## config.mk

```make
export PLATFORM = sky130hd
export DESIGN_NAME = router_reg_param
export DESIGN_NICKNAME = d
export VERILOG_FILES = /design/src/rtl/router_pkg.sv /design/src/rtl/router_sat_counter.sv /design/src/rtl/router_reg_param.sv
export SDC_FILE = /design/constraint.sdc
export NUM_CORES = 1
export LEC_CHECK = 0
export CAP_MARGIN = 15
export CORE_MARGIN = 4
export CORE_UTILIZATION = 25
export DETAILED_ROUTE_END_ITERATION = 8
export PLACE_DENSITY = 0.54
export SYNTH_ARGS = -nofsm -noshare
export SYNTH_HDL_FRONTEND = slang
export SYNTH_SLANG_ARGS = --single-unit
```

## constraint.sdc

```tcl
create_clock -name clk -period 3.25 [get_ports clk]
set_input_delay 0.65 -clock clk [delete_from_list [all_inputs] [get_ports clk]]
set_output_delay 0.65 -clock clk [all_outputs]
set_load 0.01 [all_outputs]
```

## src/rtl/router_pkg.sv

```systemverilog
// Shared constants and helpers for the router input-register stage.
package router_pkg;

  localparam int unsigned DATA_WIDTH_DEF = 8;
  localparam int unsigned ADDR_WIDTH_DEF = 2;

  // All-ones address marks an unroutable header; truncate to the address width at use.
  localparam logic [31:0] INVALID_ADDR = '1;

  // Width of the header length field, which sits above the address field.
  function automatic int unsigned len_width(input int unsigned dw, input int unsigned aw);
    return dw - aw;
  endfunction

endpackage

```

## src/rtl/router_sat_counter.sv

```systemverilog
// Generic saturating up-counter with synchronous enable and asynchronous reset.
module router_sat_counter #(
  parameter int unsigned WIDTH = 4
) (
  input  logic             clk,
  input  logic             rst,
  input  logic             en,
  output logic [WIDTH-1:0] count
);

  always_ff @(posedge clk or posedge rst) begin
    if (rst) begin
      count <= '0;
    end else if (en && (count != '1)) begin
      count <= count + WIDTH'(1);
    end
  end

endmodule

```

## src/rtl/router_reg_param.sv

```systemverilog
// Router input register stage: header latch, full-FIFO hold, running parity,
// payload length check and saturating error count.
module router_reg_param
  import router_pkg::*;
#(
  parameter int unsigned DATA_WIDTH    = DATA_WIDTH_DEF,
  parameter int unsigned ADDR_WIDTH    = ADDR_WIDTH_DEF,
  parameter bit          LEN_CHECK     = 1'b1,
  parameter int unsigned ERR_CNT_WIDTH = 4
) (
  input  logic                     clk,
  input  logic                     rst,
  input  logic                     pkt_valid,
  input  logic [DATA_WIDTH-1:0]    data_in,
  input  logic                     fifo_full,
  input  logic                     rst_int_reg,
  input  logic                     detect_add,
  input  logic                     ld_state,
  input  logic                     laf_state,
  input  logic                     full_state,
  input  logic                     lfd_state,
  output logic                     parity_done,
  output logic                     low_pkt_valid,
  output logic                     err,
  output logic                     len_err,
  output logic [ERR_CNT_WIDTH-1:0] err_cnt,
  output logic [DATA_WIDTH-1:0]    dout
);

  localparam int unsigned LEN_WIDTH = len_width(DATA_WIDTH, ADDR_WIDTH);

  logic [DATA_WIDTH-1:0] header_reg;
  logic [DATA_WIDTH-1:0] hold_reg;
  logic [DATA_WIDTH-1:0] int_parity;
  logic [DATA_WIDTH-1:0] pkt_parity;
  logic [LEN_WIDTH-1:0]  pay_cnt;
  logic                  check_pend;
  logic                  parity_done_q;

  logic hdr_ok;
  logic pay_take;
  logic pd_from_ld;
  logic pd_from_laf;
  logic err_new;
  logic len_new;
  logic cnt_en;

  assign hdr_ok      = detect_add & pkt_valid &
                       (data_in[ADDR_WIDTH-1:0] != ADDR_WIDTH'(INVALID_ADDR));
  assign pay_take    = ld_state & pkt_valid & ~full_state;
  assign pd_from_ld  = ld_state & ~fifo_full & ~pkt_valid;
  assign pd_from_laf = laf_state & low_pkt_valid & ~parity_done;
  assign err_new     = (int_parity != pkt_parity);
  assign len_new     = LEN_CHECK && (pay_cnt != header_reg[DATA_WIDTH-1:ADDR_WIDTH]);
  // A fresh header in the check cycle discards the old packet's verdict.
  assign cnt_en      = check_pend & ~detect_add & (err_new | len_new);

  always_ff @(posedge clk or posedge rst) begin
    if (rst) begin
      header_reg <= '0;
    end else if (hdr_ok) begin
      header_reg <= data_in;
    end
  end

  // FIFO data path; the hold register parks a word the full FIFO could not take.
  always_ff @(posedge clk or posedge rst) begin
    if (rst) begin
      dout     <= '0;
      hold_reg <= '0;
    end else if (lfd_state) begin
      dout <= header_reg;
    end else if (ld_state && !fifo_full) begin
      dout <= data_in;
    end else if (ld_state && fifo_full) begin
      hold_reg <= data_in;
    end else if (laf_state) begin
      dout <= hold_reg;
    end
  end

  always_ff @(posedge clk or posedge rst) begin
    if (rst) begin
      low_pkt_valid <= 1'b0;
    end else if (rst_int_reg) begin
      low_pkt_valid <= 1'b0;
    end else if (ld_state && !pkt_valid) begin
      low_pkt_valid <= 1'b1;
    end
  end

  // Parity word capture, either straight off the bus or from the hold register.
  always_ff @(posedge clk or posedge rst) begin
    if (rst) begin
      parity_done <= 1'b0;
      pkt_parity  <= '0;
    end else if (pd_from_ld) begin
      parity_done <= 1'b1;
      pkt_parity  <= data_in;
    end else if (pd_from_laf) begin
      parity_done <= 1'b1;
      pkt_parity  <= hold_reg;
    end else if (detect_add) begin
      parity_done <= 1'b0;
    end
  end

  always_ff @(posedge clk or posedge rst) begin
    if (rst) begin
      int_parity <= '0;
      pay_cnt    <= '0;
    end else if (detect_add) begin
      int_parity <= '0;
      pay_cnt    <= '0;
    end else if (lfd_state) begin
      int_parity <= int_parity ^ header_reg;
    end else if (pay_take) begin
      int_parity <= int_parity ^ data_in;
      pay_cnt    <= pay_cnt + LEN_WIDTH'(1);
    end
  end

  always_ff @(posedge clk or posedge rst) begin
    if (rst) begin
      parity_done_q <= 1'b0;
      check_pend    <= 1'b0;
    end else begin
      parity_done_q <= parity_done;
      check_pend    <= parity_done & ~parity_done_q;
    end
  end

  always_ff @(posedge clk or posedge rst) begin
    if (rst) begin
      err     <= 1'b0;
      len_err <= 1'b0;
    end else if (detect_add) begin
      err     <= 1'b0;
      len_err <= 1'b0;
    end else if (check_pend) begin
      err     <= err_new;
      len_err <= len_new;
    end
  end

  router_sat_counter #(
    .WIDTH (ERR_CNT_WIDTH)
  ) u_err_cnt (
    .clk   (clk),
    .rst   (rst),
    .en    (cnt_en),
    .count (err_cnt)
  );

endmodule
```

[Word level (Yosys, flattened, before mapping)]
Cells that the tools add are included.
Word-level totals
  register bits: 56
Operators by class
  $add $sub $neg: 2
  equality and inequality tests: 6
  muxes and demuxes: 21
  bitwise gates (word level): 22
  reductions and logical operators: 16
Operators by type and width (number)
  two-way mux 8 bit: 9
  two-way mux 6 bit: 3
  XOR 8 bit: 2
  bitwise AND 1 bit: 11
  two-way mux 1 bit: 9
  nonzero test 3 bit: 3
  != test 8 bit: 1
  inverter 1 bit: 8
  nonzero test 2 bit: 4
  adder 6 x 1 -> 6 bit, second input constant: 1
  != test 6 bit: 1
  adder 4 x 1 -> 4 bit, second input constant: 1
  logical AND 1 bit: 4
  != test 2 bit, second input constant: 2
  != test 4 bit, second input constant: 1
  AND reduction 2 bit: 2
  != test 3 bit, second input constant: 1
  AND reduction 3 bit: 1
  zero test 1 bit: 2
  OR 1 bit: 1

[Logic depth before layout (Yosys ltp)]
Gate-level depths: netlist (run 1).
  word-level depth: 5
  mapped depth: 6
  gate-level depth less buffers: 5

[By module]
A second synthesis (run 1) with hierarchy kept.
Unflattened totals
  cell total of the unflattened synthesis: 247
  area total of the unflattened synthesis: 2691.3 um^2
Modules (own cells, without submodules)
  router_reg_param: times used 1, cells an instance 226, area an instance 2477.4 um^2, sequential area each 1301.2 um^2
  router_sat_counter: times used 1, cells an instance 21, area an instance 214.0 um^2, sequential area each 100.1 um^2

[Least setup slack after synthesis (run 1)]
No wires, ideal clock.
  path type: input-to-reg
  start: input detect_add
  end: register u_err_cnt.count[1]
  arrival time: 1622 ps
  data required time: 3125 ps
  slack: 1503 ps
  stages on the path: 4
  path through: buf_2 -> a311oi_1 -> nor2b_2 -> mux2_4
Between the ends
  longest elaborated chain between the ends: 4
RTL lines
  start: declaration: RTL line router_reg_param.sv:17  | input logic detect_add,
  inverter 1 bit: RTL line router_reg_param.sv:56  | assign cnt_en = check_pend & ~detect_add & (err_new | len_new);
  bitwise AND 1 bit (2 in a row): RTL line router_reg_param.sv:56
  logical AND 1 bit: RTL line router_sat_counter.sv:14  | end else if (en && (count != '1)) begin
  end signal: assignment: RTL line router_sat_counter.sv:15  | count <= count + WIDTH'(1);
  end: declaration: RTL line router_sat_counter.sv:8  | output logic [WIDTH-1:0] count
No other way between the ends.
A chain may end at the register's enable or synchronous reset.

[Final worst setup path (run 1)]
  start: input ld_state
  end: register dout[6]
Between the ends
  longest elaborated chain between the ends: 3
RTL lines
  start: declaration: RTL line router_reg_param.sv:18  | input logic ld_state,
  logical AND 1 bit (on tied branches): RTL line router_reg_param.sv:73, router_reg_param.sv:75
  != test 3 bit (no line), or another cell as far along
  AND reduction 2 bit (no line) or two-way mux 8 bit (tied branches)
  end signal: assignment: RTL line router_reg_param.sv:72  | dout <= header_reg;
  end signal: assignment: RTL line router_reg_param.sv:74  | dout <= data_in;
  end signal: assignment: RTL line router_reg_param.sv:78  | dout <= hold_reg;
  end: declaration: RTL line router_reg_param.sv:27  | output logic [DATA_WIDTH-1:0] dout
Parallel ways exist; a longest one is shown, timed or not.

==> qor.yml, run 1 <==
timing:
  worstMarginPinSlew_ns: 0.844
  period_needed_ns: 2.05
  relSlewSlack_pct: 43.5
  finalWorstSetupSlack_ns: 1.20
  rsz0062_at_grt: "false"
  finalHoldViolCount: 0
  slew_viol_final: 0
  clock.fmax_ghz: 0.489
  tns_ns: 0
  fin_crit_sh_pct: 63.0
  skew_ns: 0.0141
  finalSetupViolCount: 0
die:
  dieArea_mm2: 0.0124
  die_w_um: 112
  core_area_mm2: 0.0104
  rows: 37
  pin_count: 34
  initial_core_util_pct: 25.8
  die_y_um: 112
setup_path:
  reg2reg_depth: 5
  criticalPathCategory: "input pin to flop"
  cp_max_fo: 16
  reg2reg_to: "u_err_cnt.count[1]"
  worstSetupStartpointType: "input pin"
  end_kind: "flop"
  required_ns: 3.41
  worst-endpoint-arrival_ns: 2.21
  ff2ff_setup_slack_ns: 1.52
  endpoint: "dout[6]"
  startpoint: "ld_state"
  r2r_start: "header_reg[3]"
power:
  total_power_uw: 1870
  powerDensity_mw_per_mm2: 566
  leakage_uw: 0.00142
  vdd_ir_drop_max_mv: 0.204
place:
  pre_cts_slack_ns: 0.862
  postPlaceCellArea_mm2: 0.00319
  place_hpwl_um: 4440
  portBuffers: 33
  dp_cells: 415
  gp_congestion: 0.732
layout:
  fin_area_mm2: 0.00331
  fillers: 1099
  ff_latch_area_mm2: 0.00140
  multi_input_area_mm2: 0.00122
  mostFrequentLayoutCells: "56 x dfrtp_1, 35 x nor2_1, 33 x clkdlybuf4s50_1"
  antennaDiodeCount: 0
  areaGrowthSynthToFinish_pct: 23.4
  layout.nets: 306
  instances_no_fill: 423
  layout_commonest_cell: "dfrtp_1"
  drive_above_1_share_pct: 13.2
cts:
  clock_sinks: 56
  cts_resized: 0
  cts_root_buffer: "clkbuf_8"
  cts-buffers-inserted: 5
  cts_tree: "done"
  htreeDepth: 2
  postCtsSetupBuffers: 0
  clk_pin_slew_ns: 0.11
  postCtsHoldBufs: 0
  clk_latency_ns: 0.31
  clock_path_buffers: 2
detailed_routing:
  dr_total_vias: 1838
  wl_per_cell_um: 14.3
  drt_pre_antenna_iters: 4
  first_iter_violations: 79
  routed_via_density: 4.35
  post-route-drc-count: 0
  ant_nets: 0
  postRouteWirelength_um: 6030
synth:
  yosysSeqAreaShare_pct: 52.3
  syn_avg_cell_area_um2: 10.8
  netlist.area_leader.share_pct: 52.3
  ys_types: 29
  syn_area_mm2: 0.00268
  synth_top_area_cell: "dfrtp_1"
  ys_ff_latch: 56
  synthCells: 248
  ys_top_cells_by_area: "dfrtp_1 52%, mux2i_1 6.4%, mux2_2 5.9%"
  synth_warnings: 0
  synth_fp_nets: 268
global_route:
  grt_pass1_wl_um: 9910
  grt.total_usage_pct: 9.99
  grt_pass1_vias: 1881
  overflow: 0
  antenna_found_initial: 0
  grt_max_degree: 23
hold_path:
  hold_class: "flop to flop"
run_status:
  outcome: "complete, no violations"
run:
  maxCapViolCount: 0
## logic make-up (layout without fill, tap and decap cells)
logic type / after synthesis / count (layout) / share of synthesized area (%)
muxes: 32 / 32 / 12.8
adders and majority gates: 2 / 2 / 0.934
AOI/OAI and AO/OA: 38 / 38 / 8.22
buffers and inverters: 13 / 52 / 1.96
xor gates and xnor gates: 30 / 30 / 9.81
and+or+nand+nor: 77 / 77 / 14.0
DFF: 56 / 56 / 52.3
## worst min-delay path by stage
| stage | from | to | slack (ns) | cells past startpoint |
|---|---|---|---|---|
| after floorplan | parity_done_q | check_pend | 0.38 | 1 |
| after global placement | parity_done_q | check_pend | 0.39 | 1 |
| after detailed placement | parity_done_q | check_pend | 0.40 | 1 |
| after CTS | parity_done_q | check_pend | 0.41 | 1 |
| after global routing | parity_done_q | check_pend | 0.44 | 1 |
| final | parity_done_q | check_pend | 0.40 | 1 |
## layout make-up
cell class              count  share of cell area, %
multi-input cells         179                   37.1
well taps                 136                   5.15
clock buffers               5                   2.08
inverters                   4                  0.454
flip-flops and latches     56                   42.4
repair buffers             40                   11.6
clock inverters             3                   1.29
## cells in the mapped netlist
library cell  count
a21o_1            1
a21oi_1          11
a21oi_2           1
a22oi_1           8
a311oi_1          1
and3_1            1
buf_2             3
clkbuf_1          6
dfrtp_1          56
ha_1              2
inv_1             4
mux2_2           14
mux2_4            1
mux2i_1          17
nand2_1          22
nand3b_1          3
nand4_1           4
nand4_2           2
nor2_1           35
nor2_2            1
nor2b_1           2
nor2b_2           1
nor3_1            4
nor3b_2           1
nor4_4            1
o21ai_0           8
o21ai_1           8
xnor2_1          15
xor2_1           15
## critical path: stages
cell and delay [ns]:
clkdlybuf4s50_1 0.50, nor2_1 0.14, a21oi_1 0.05, nor2_1 0.65, o21ai_0 0.22
## where the power goes
group	internal, µW	switching, µW	total [µW]	leakage (µW)
Clock	229	233	462	0.0000541
Sequential	824	112	936	0.000701
Combinational	260	213	473	0.000669
Total	1310	558	1870	0.00142
## routing by layer
layer	GRT usage [%]	up-vias	share of wire [%]
li1	-	920	-
met1	13.5	890	47
met2	16.0	24	49
met3	2.55	4	3.3
met4	2.68	0	0.93
met5	0	-	0
## metrics by stage
stage | util [%] | hold WS (ns)
2_1_floorplan | - | 0.378
3_3_place_gp | 30.8 | 0.394
3_5_place_dp | 30.8 | 0.398
4_1_cts | 31.9 | 0.414
5_1_grt | 31.9 | 0.438
6_report | 31.9 | 0.405
(Power assumes the default switching activity.)
==> run 2, diff against run 1 <==
==> constraint.sdc (replaced) <==
create_clock -name clk -period 1.9 [get_ports clk]
set_input_delay 0.38 -clock clk [delete_from_list [all_inputs] [get_ports clk]]
set_output_delay 0.38 -clock clk [all_outputs]
set_load 0.01 [all_outputs]
==> run 2 against run 1 <==
Compared with the run above:
- sequential share of layout area decreased by 1.9 points
- largest power group unchanged
- non-clock buffer count up 13
- routed wire length about the same
- setup slack worse by 0.99 ns
- clock power rose by 93%
- final cell count increased by 2.8%
- first-iteration DRC count fell by 6.3%
==> qor.yml, run 2 (synthesis results as in run 1) <==
run_status:
  outcome: "complete, no violations"
cts:
  htreeDepth: 2  # unchanged
  clk_pin_slew_ns: 0.10  # about the same
  clk_latency_ns: 0.31  # about the same
  cts_tree: "done"
  clock_sinks: 56  # unchanged
  cts-buffers-inserted: 5  # unchanged
  cts_root_buffer: "clkbuf_8"
  cts_resized: 0  # unchanged
  postCtsHoldBufs: 0  # unchanged
  postCtsSetupBuffers: 0  # unchanged
  clock_path_buffers: 2  # unchanged
timing:
  clock.fmax_ghz: 0.593
  tns_ns: 0  # unchanged
  finalHoldViolCount: 0  # unchanged
  hold_slack_ns: 0.415  # +0.0107 ns
  worstMarginPinSlew_ns: 0.317  # -0.527 ns
  finalSetupViolCount: 0  # unchanged
  slew_viol_final: 0  # unchanged
  fin_crit_sh_pct: 88.8
  relSlewSlack_pct: 78.8  # +35 points
  skew_ns: 0.00900  # -0.00508 ns
  period_needed_ns: 1.69
  rsz0062_at_grt: "false"
global_route:
  grt_pass1_vias: 1982  # +5.4%
  grt_pass1_wl_um: 10100  # +2.2%
  grt_use_met1_pct: 13.7  # +0.20 points
  grt.total_usage_pct: 10.1  # +0.14 points
  use_met2_pct: 16.2  # +0.24 points
  gr-max-usage-layer: "met2"
  overflow: 0  # unchanged
  grt_max_degree: 57  # +150%
  grt_use_met3_pct: 2.39  # -0.16 points
  antenna_found_initial: 0  # unchanged
setup_path:
  crit_slowest_cell: "clkdlybuf4s50_1"
  worst-endpoint-arrival_ns: 1.31  # -0.90 ns
  end_kind: "primary output"
  max_stage_delay_ns: 0.57  # -0.08 ns
  crit_family: "buffers and inverters"
  criticalPathCategory: "flop to primary output"
  reg2reg_depth: 5  # unchanged
  required_ns: 1.52  # -1.89 ns
  ff2ff_setup_slack_ns: 0.26  # -1.26 ns
  worstSetupStartpointType: "flop"
  critPathBufInv: 1  # unchanged
  r2r_start: "header_reg[7]"
  crit_chain: "clkdlybuf4s50_1"
  reg2reg_to: "u_err_cnt.count[1]"
  cp_max_fo: 4  # -12
detailed_routing:
  ant_nets: 0  # unchanged
  first_iter_violations: 74  # -6.3%
  routed_via_density: 4.40  # +1.3%
  wl_per_cell_um: 13.9  # -2.8%
  dr_total_vias: 1915  # +4.2%
  post-route-drc-count: 0  # unchanged
  postRouteWirelength_um: 6030  # about the same
  drt_pre_antenna_iters: 5  # +1
power:
  leakage_uw: 0.00151  # +6.3%
  total_power_uw: 3330  # +78%
  vdd_ir_drop_max_mv: 0.366  # +79%
  powerDensity_mw_per_mm2: 964  # +70%
layout:
  antennaDiodeCount: 0  # unchanged
  instances_no_fill: 435  # +2.8%
  drive_above_1_share_pct: 16.7  # +3.5 points
  fin_area_mm2: 0.00346  # +4.6%
  layout_commonest_cell: "dfrtp_1"
  areaGrowthSynthToFinish_pct: 29.1
  mostFrequentLayoutCells: "56 x dfrtp_1, 35 x nor2_1, 33 x clkdlybuf4s50_1"
  layout.nets: 319  # +4.2%
place:
  dp_cells: 428  # +3.1%
  place_hpwl_um: 4440  # +0.11%
  portBuffers: 33  # unchanged
  gp_congestion: 0.753  # +2.8%
  postPlaceCellArea_mm2: 0.00333  # +4.2%
die:
  die_w_um: 112  # unchanged
  core_area_mm2: 0.0104  # unchanged
  pin_count: 34  # unchanged
  rows: 37  # unchanged
  initial_core_util_pct: 25.8  # unchanged
  die_y_um: 112  # unchanged
  dieArea_mm2: 0.0124  # unchanged
hold_path:
  worstHoldPathCells: 1  # unchanged
  whs_endpoint: "check_pend"
  hold_class: "flop to flop"
  hold_start: "parity_done_q"
run:
  maxCapViolCount: 0  # unchanged
## run 2: cell types whose count changed in the layout (fill, tap and decap cells not counted)
cell,delta
clkinv_2,-1
buf_12,+3
buf_4,+10
clkinvlp_4,-1
bufinv_16,+1
## run 2: worst max-delay path by stage
stage                     cells past startpoint                from                 end  slack, ns
after floorplan                               1                 rst          check_pend       0.15
after global placement                        5          detect_add       header_reg[6]      -0.08
after detailed placement                      5          detect_add       header_reg[3]      -0.05
after CTS                                     1  u_err_cnt.count[0]          err_cnt[0]       0.19
after global routing                          5       header_reg[6]  u_err_cnt.count[1]       0.13
final                                         1  u_err_cnt.count[0]          err_cnt[0]       0.21
## run 2: stage by stage
| step | setup slack, ns | utilization, % |
|---|---|---|
| finish | 0.214 | 33.3 |
| global route | 0.133 | 33.3 |
| CTS | 0.191 | 33.3 |
| detailed placement | -0.0544 | 32.1 |
| global placement | -0.0796 | 32.1 |
| floorplan | 0.149 | - |
## run 2: area by class of cell
type / count / area (µm²)
fillers: 1089 / 6910
flip-flops and latches: 56 / 1400
multi-input cells: 179 / 1220
repair buffers: 53 / 518
well taps: 136 / 170
clock buffers: 5 / 68.8
clock inverters: 2 / 60.1
inverters: 4 / 15.0
## run 2: metal layers
metal	vias up	routed length [µm]
met1	937	2940
met2	27	2810
met4	0	54
li1	946	-
met3	5	222
met5	-	0
## run 2: power breakdown
group          total [µW]  switching (µW)  internal, µW  leakage (µW)
clock                 891             372           519     0.0000642
sequential           1600             195          1410      0.000701
combinational         837             367           470      0.000749
==> run 3, diff against run 2 <==
--- a/config.mk
+++ b/config.mk
@@ -5,11 +5,12 @@
 export SDC_FILE = /design/constraint.sdc
 export NUM_CORES = 1
 export LEC_CHECK = 0
+export ABC_AREA = 1
 export CAP_MARGIN = 15
 export CORE_MARGIN = 4
-export CORE_UTILIZATION = 25
+export CORE_UTILIZATION = 40
 export DETAILED_ROUTE_END_ITERATION = 8
-export PLACE_DENSITY = 0.54
+export PLACE_DENSITY = 0.72
 export SYNTH_ARGS = -nofsm -noshare
 export SYNTH_HDL_FRONTEND = slang
 export SYNTH_SLANG_ARGS = --single-unit
==> run 3 against run 2 <==
Compared with the run above:
- design area fell by 0.14%
- synthesized cell count rose by 46%
- area after synthesis rose by 6.3%
- combinational power fell by 7.8%
- critical path type unchanged
==> qor.yml, run 3 <==
die:
  die_y_um: 92.4  # -17%
  core_area_mm2: 0.00687  # -34%
  rows: 30  # -19%
  die_w_um: 92.4  # -17%
  dieArea_mm2: 0.00853  # -31%
  pin_count: 34  # unchanged
  initial_core_util_pct: 41.4  # +16 points
power:
  leakage_uw: 0.00166  # +9.4%
  powerDensity_mw_per_mm2: 894  # -7.2%
  vdd_ir_drop_max_mv: 0.373  # +2.0%
  total_power_uw: 3090  # -7.3%
synth:
  synth_compound_area_share_pct: 17.7  # +9.5 points
  netlist.area_leader.share_pct: 49.2  # -3.1 points
  ys_top_cells_by_area: "dfrtp_1 49%, nand2_1 12%, o21ai_0 9.7%"
  async_flop_share_pct: 100  # unchanged
  synth_edf_count: 0  # unchanged
  synth-adder-area-share_pct: 0.879  # -0.055 points
  synthCells: 362  # +46%
  synth_commonest_cells: "90 x nand2_1, 56 x dfrtp_1, 55 x o21ai_0, 51 x inv_1, 25 x nor2_1"
  synth_most_common_cell: "nand2_1"
  syn_area_mm2: 0.00285  # +6.3%
  synthXorXnorAreaFrac_pct: 0.923  # -8.9 points
  muxShareOfSynthArea_pct: 0  # -13 points
  synth_warnings: 0  # unchanged
  yosysSeqAreaShare_pct: 49.2  # -3.1 points
  ys_ff_latch: 56  # unchanged
  synth_top_family_by_area: "simple AND/OR/NAND/NOR gates"
  synthSimpleGateAreaFrac_pct: 21.2  # +7.2 points
  ys_types: 30  # +3.4%
  synth_flop_cell: "dfrtp_1"
  syn_avg_cell_area_um2: 7.86  # -27%
  synth_top_area_cell: "dfrtp_1"
  synth_fp_nets: 382  # +43%
cts:
  clk_latency_ns: 0.31  # about the same
  clock_path_buffers: 2  # unchanged
  postCtsHoldBufs: 0  # unchanged
  cts-buffers-inserted: 5  # unchanged
  clock_sinks: 56  # unchanged
  cts_resized: 0  # unchanged
  cts_tree: "done"
  postCtsSetupBuffers: 0  # unchanged
  cts_root_buffer: "clkbuf_8"
  htreeDepth: 2  # unchanged
  clk_pin_slew_ns: 0.10  # about the same
setup_path:
  crit_chain: "clkdlybuf4s50_1"
  critPathBufInv: 1  # unchanged
  max_stage_delay_ns: 0.56  # about the same
  end_kind: "primary output"
  criticalPathCategory: "flop to primary output"
  required_ns: 1.52  # about the same
  worst-endpoint-arrival_ns: 1.29  # -0.02 ns
  crit_family: "buffers and inverters"
  worstSetupStartpointType: "flop"
  cp_max_fo: 5  # +1
  crit_slowest_cell: "clkdlybuf4s50_1"
place:
  postPlaceCellArea_mm2: 0.00334  # +0.23%
  gp_congestion: 0.838  # +11%
  portBuffers: 33  # unchanged
  place_hpwl_um: 5010  # +13%
layout:
  layout.nets: 422  # +32%
  fillers: 649  # -40%
  fin_area_mm2: 0.00345  # -0.14%
  drive_above_1_share_pct: 9.18  # -7.5 points
  areaGrowthSynthToFinish_pct: 21.3
  mostFrequentLayoutCells: "90 x nand2_1, 56 x dfrtp_1, 55 x o21ai_0"
  layout_commonest_cell: "nand2_1"
  utilization_pct: 50.3  # +17 points
  antennaDiodeCount: 0  # unchanged
run:
  maxCapViolCount: 0  # unchanged
timing:
  worstMarginPinSlew_ns: 0.393  # +0.0767 ns
  finalHoldViolCount: 0  # unchanged
  fin_crit_sh_pct: 88.1  # -0.69 points
  period_needed_ns: 1.67  # -0.0131 ns
  finalSetupViolCount: 0  # unchanged
  relSlewSlack_pct: 73.7  # -5.1 points
  slew_viol_final: 0  # unchanged
  rsz0062_at_grt: "false"
  tns_ns: 0  # unchanged
  clock.fmax_ghz: 0.598  # +0.79%
  skew_ns: 0.00657  # -0.00242 ns
detailed_routing:
  post-route-drc-count: 0  # unchanged
  wl_per_cell_um: 13.2  # -5.0%
  ant_nets: 0  # unchanged
  first_iter_violations: 126  # +70%
  dr_total_vias: 2449  # +28%
  postRouteWirelength_um: 6570  # +9.0%
  routed_via_density: 4.91  # +11%
  drt_pre_antenna_iters: 4  # -1
global_route:
  antenna_found_initial: 0  # unchanged
  grt_pass1_vias: 2391  # +21%
  overflow: 0  # unchanged
  grt_pass1_wl_um: 11000  # +8.7%
  grt_max_degree: 25  # -56%
  grt.total_usage_pct: 16.2  # +6.0 points
run_status:
  outcome: "complete, no violations"
hold_path:
  hold_class: "input pin to asynchronous set/reset pin"
## run 3: changes by cell type in the layout (fill, tap and decap cells not counted), moves of 8 or more
cell,change
a31oi_1,+8
nand3_1,+14
buf_4,-12
inv_1,+47
mux2_2,-14
a22oi_1,-8
o21ai_0,+47
xor2_1,-15
nand2_1,+68
xnor2_1,-12
nor2_1,-10
mux2i_1,-17
## run 3: layout make-up
| cell class | count | area [µm²] | area share (%) |
|---|---|---|---|
| clock buffers | 5 | 68.8 | 1.99 |
| clock inverters | 3 | 47.5 | 1.38 |
| inverters | 59 | 229 | 6.63 |
| multi-input cells | 239 | 1160 | 33.6 |
| flip-flops and latches | 56 | 1400 | 40.6 |
| well taps | 96 | 120 | 3.48 |
| repair buffers | 41 | 428 | 12.4 |
## run 3: routing by layer
| metal | GRT usage [%] | vias up | share of wire, % |
|---|---|---|---|
| met5 | 0 | - | 0 |
| met4 | 5.57 | 0 | 1.1 |
| met3 | 2.84 | 8 | 3.8 |
| met2 | 27.2 | 41 | 50 |
| met1 | 20.9 | 1150 | 45 |
| li1 | - | 1250 | - |
## run 3: through the flow
stage | hold WS (ns) | instances | setup slack, ns
floorplan | 0.378 | 362 | 0.149
global placement | 0.388 | 491 | 0.0837
detailed placement | 0.395 | 491 | -0.0240
CTS | 0.349 | 499 | 0.205
global route | 0.365 | 499 | 0.130
finish | 0.343 | 499 | 0.227
## run 3: where the power goes
part / internal (µW) / switching (µW) / total (µW)
registers: 1380 / 145 / 1520
clock network: 397 / 395 / 792
logic: 358 / 414 / 772
## run 3: final timing paths
path | start | to | slack [ns] | cells past startpoint
max | u_err_cnt.count[0] | err_cnt[0] | 0.23 | 1
min | rst | len_err | 0.34 | 2
max reg2reg | pay_cnt[0] | u_err_cnt.count[1] | 0.33 | 10
min reg2reg | parity_done_q | check_pend | 0.40 | 1
max in group asynchronous | rst | hold_reg[5] | 1.10 | 3
min in group clk | parity_done_q | check_pend | 0.40 | 1
## run 3: cell families (layout without fill, tap and decap cells)
kind of cell,after synthesis,after routing
AOI/OAI and AO/OA,92,92
xor gates and xnor gates,3,3
adders and majority gates,2,2
buffers and inverters,67,108
DFF,56,56
and+or+nand+nor,142,142
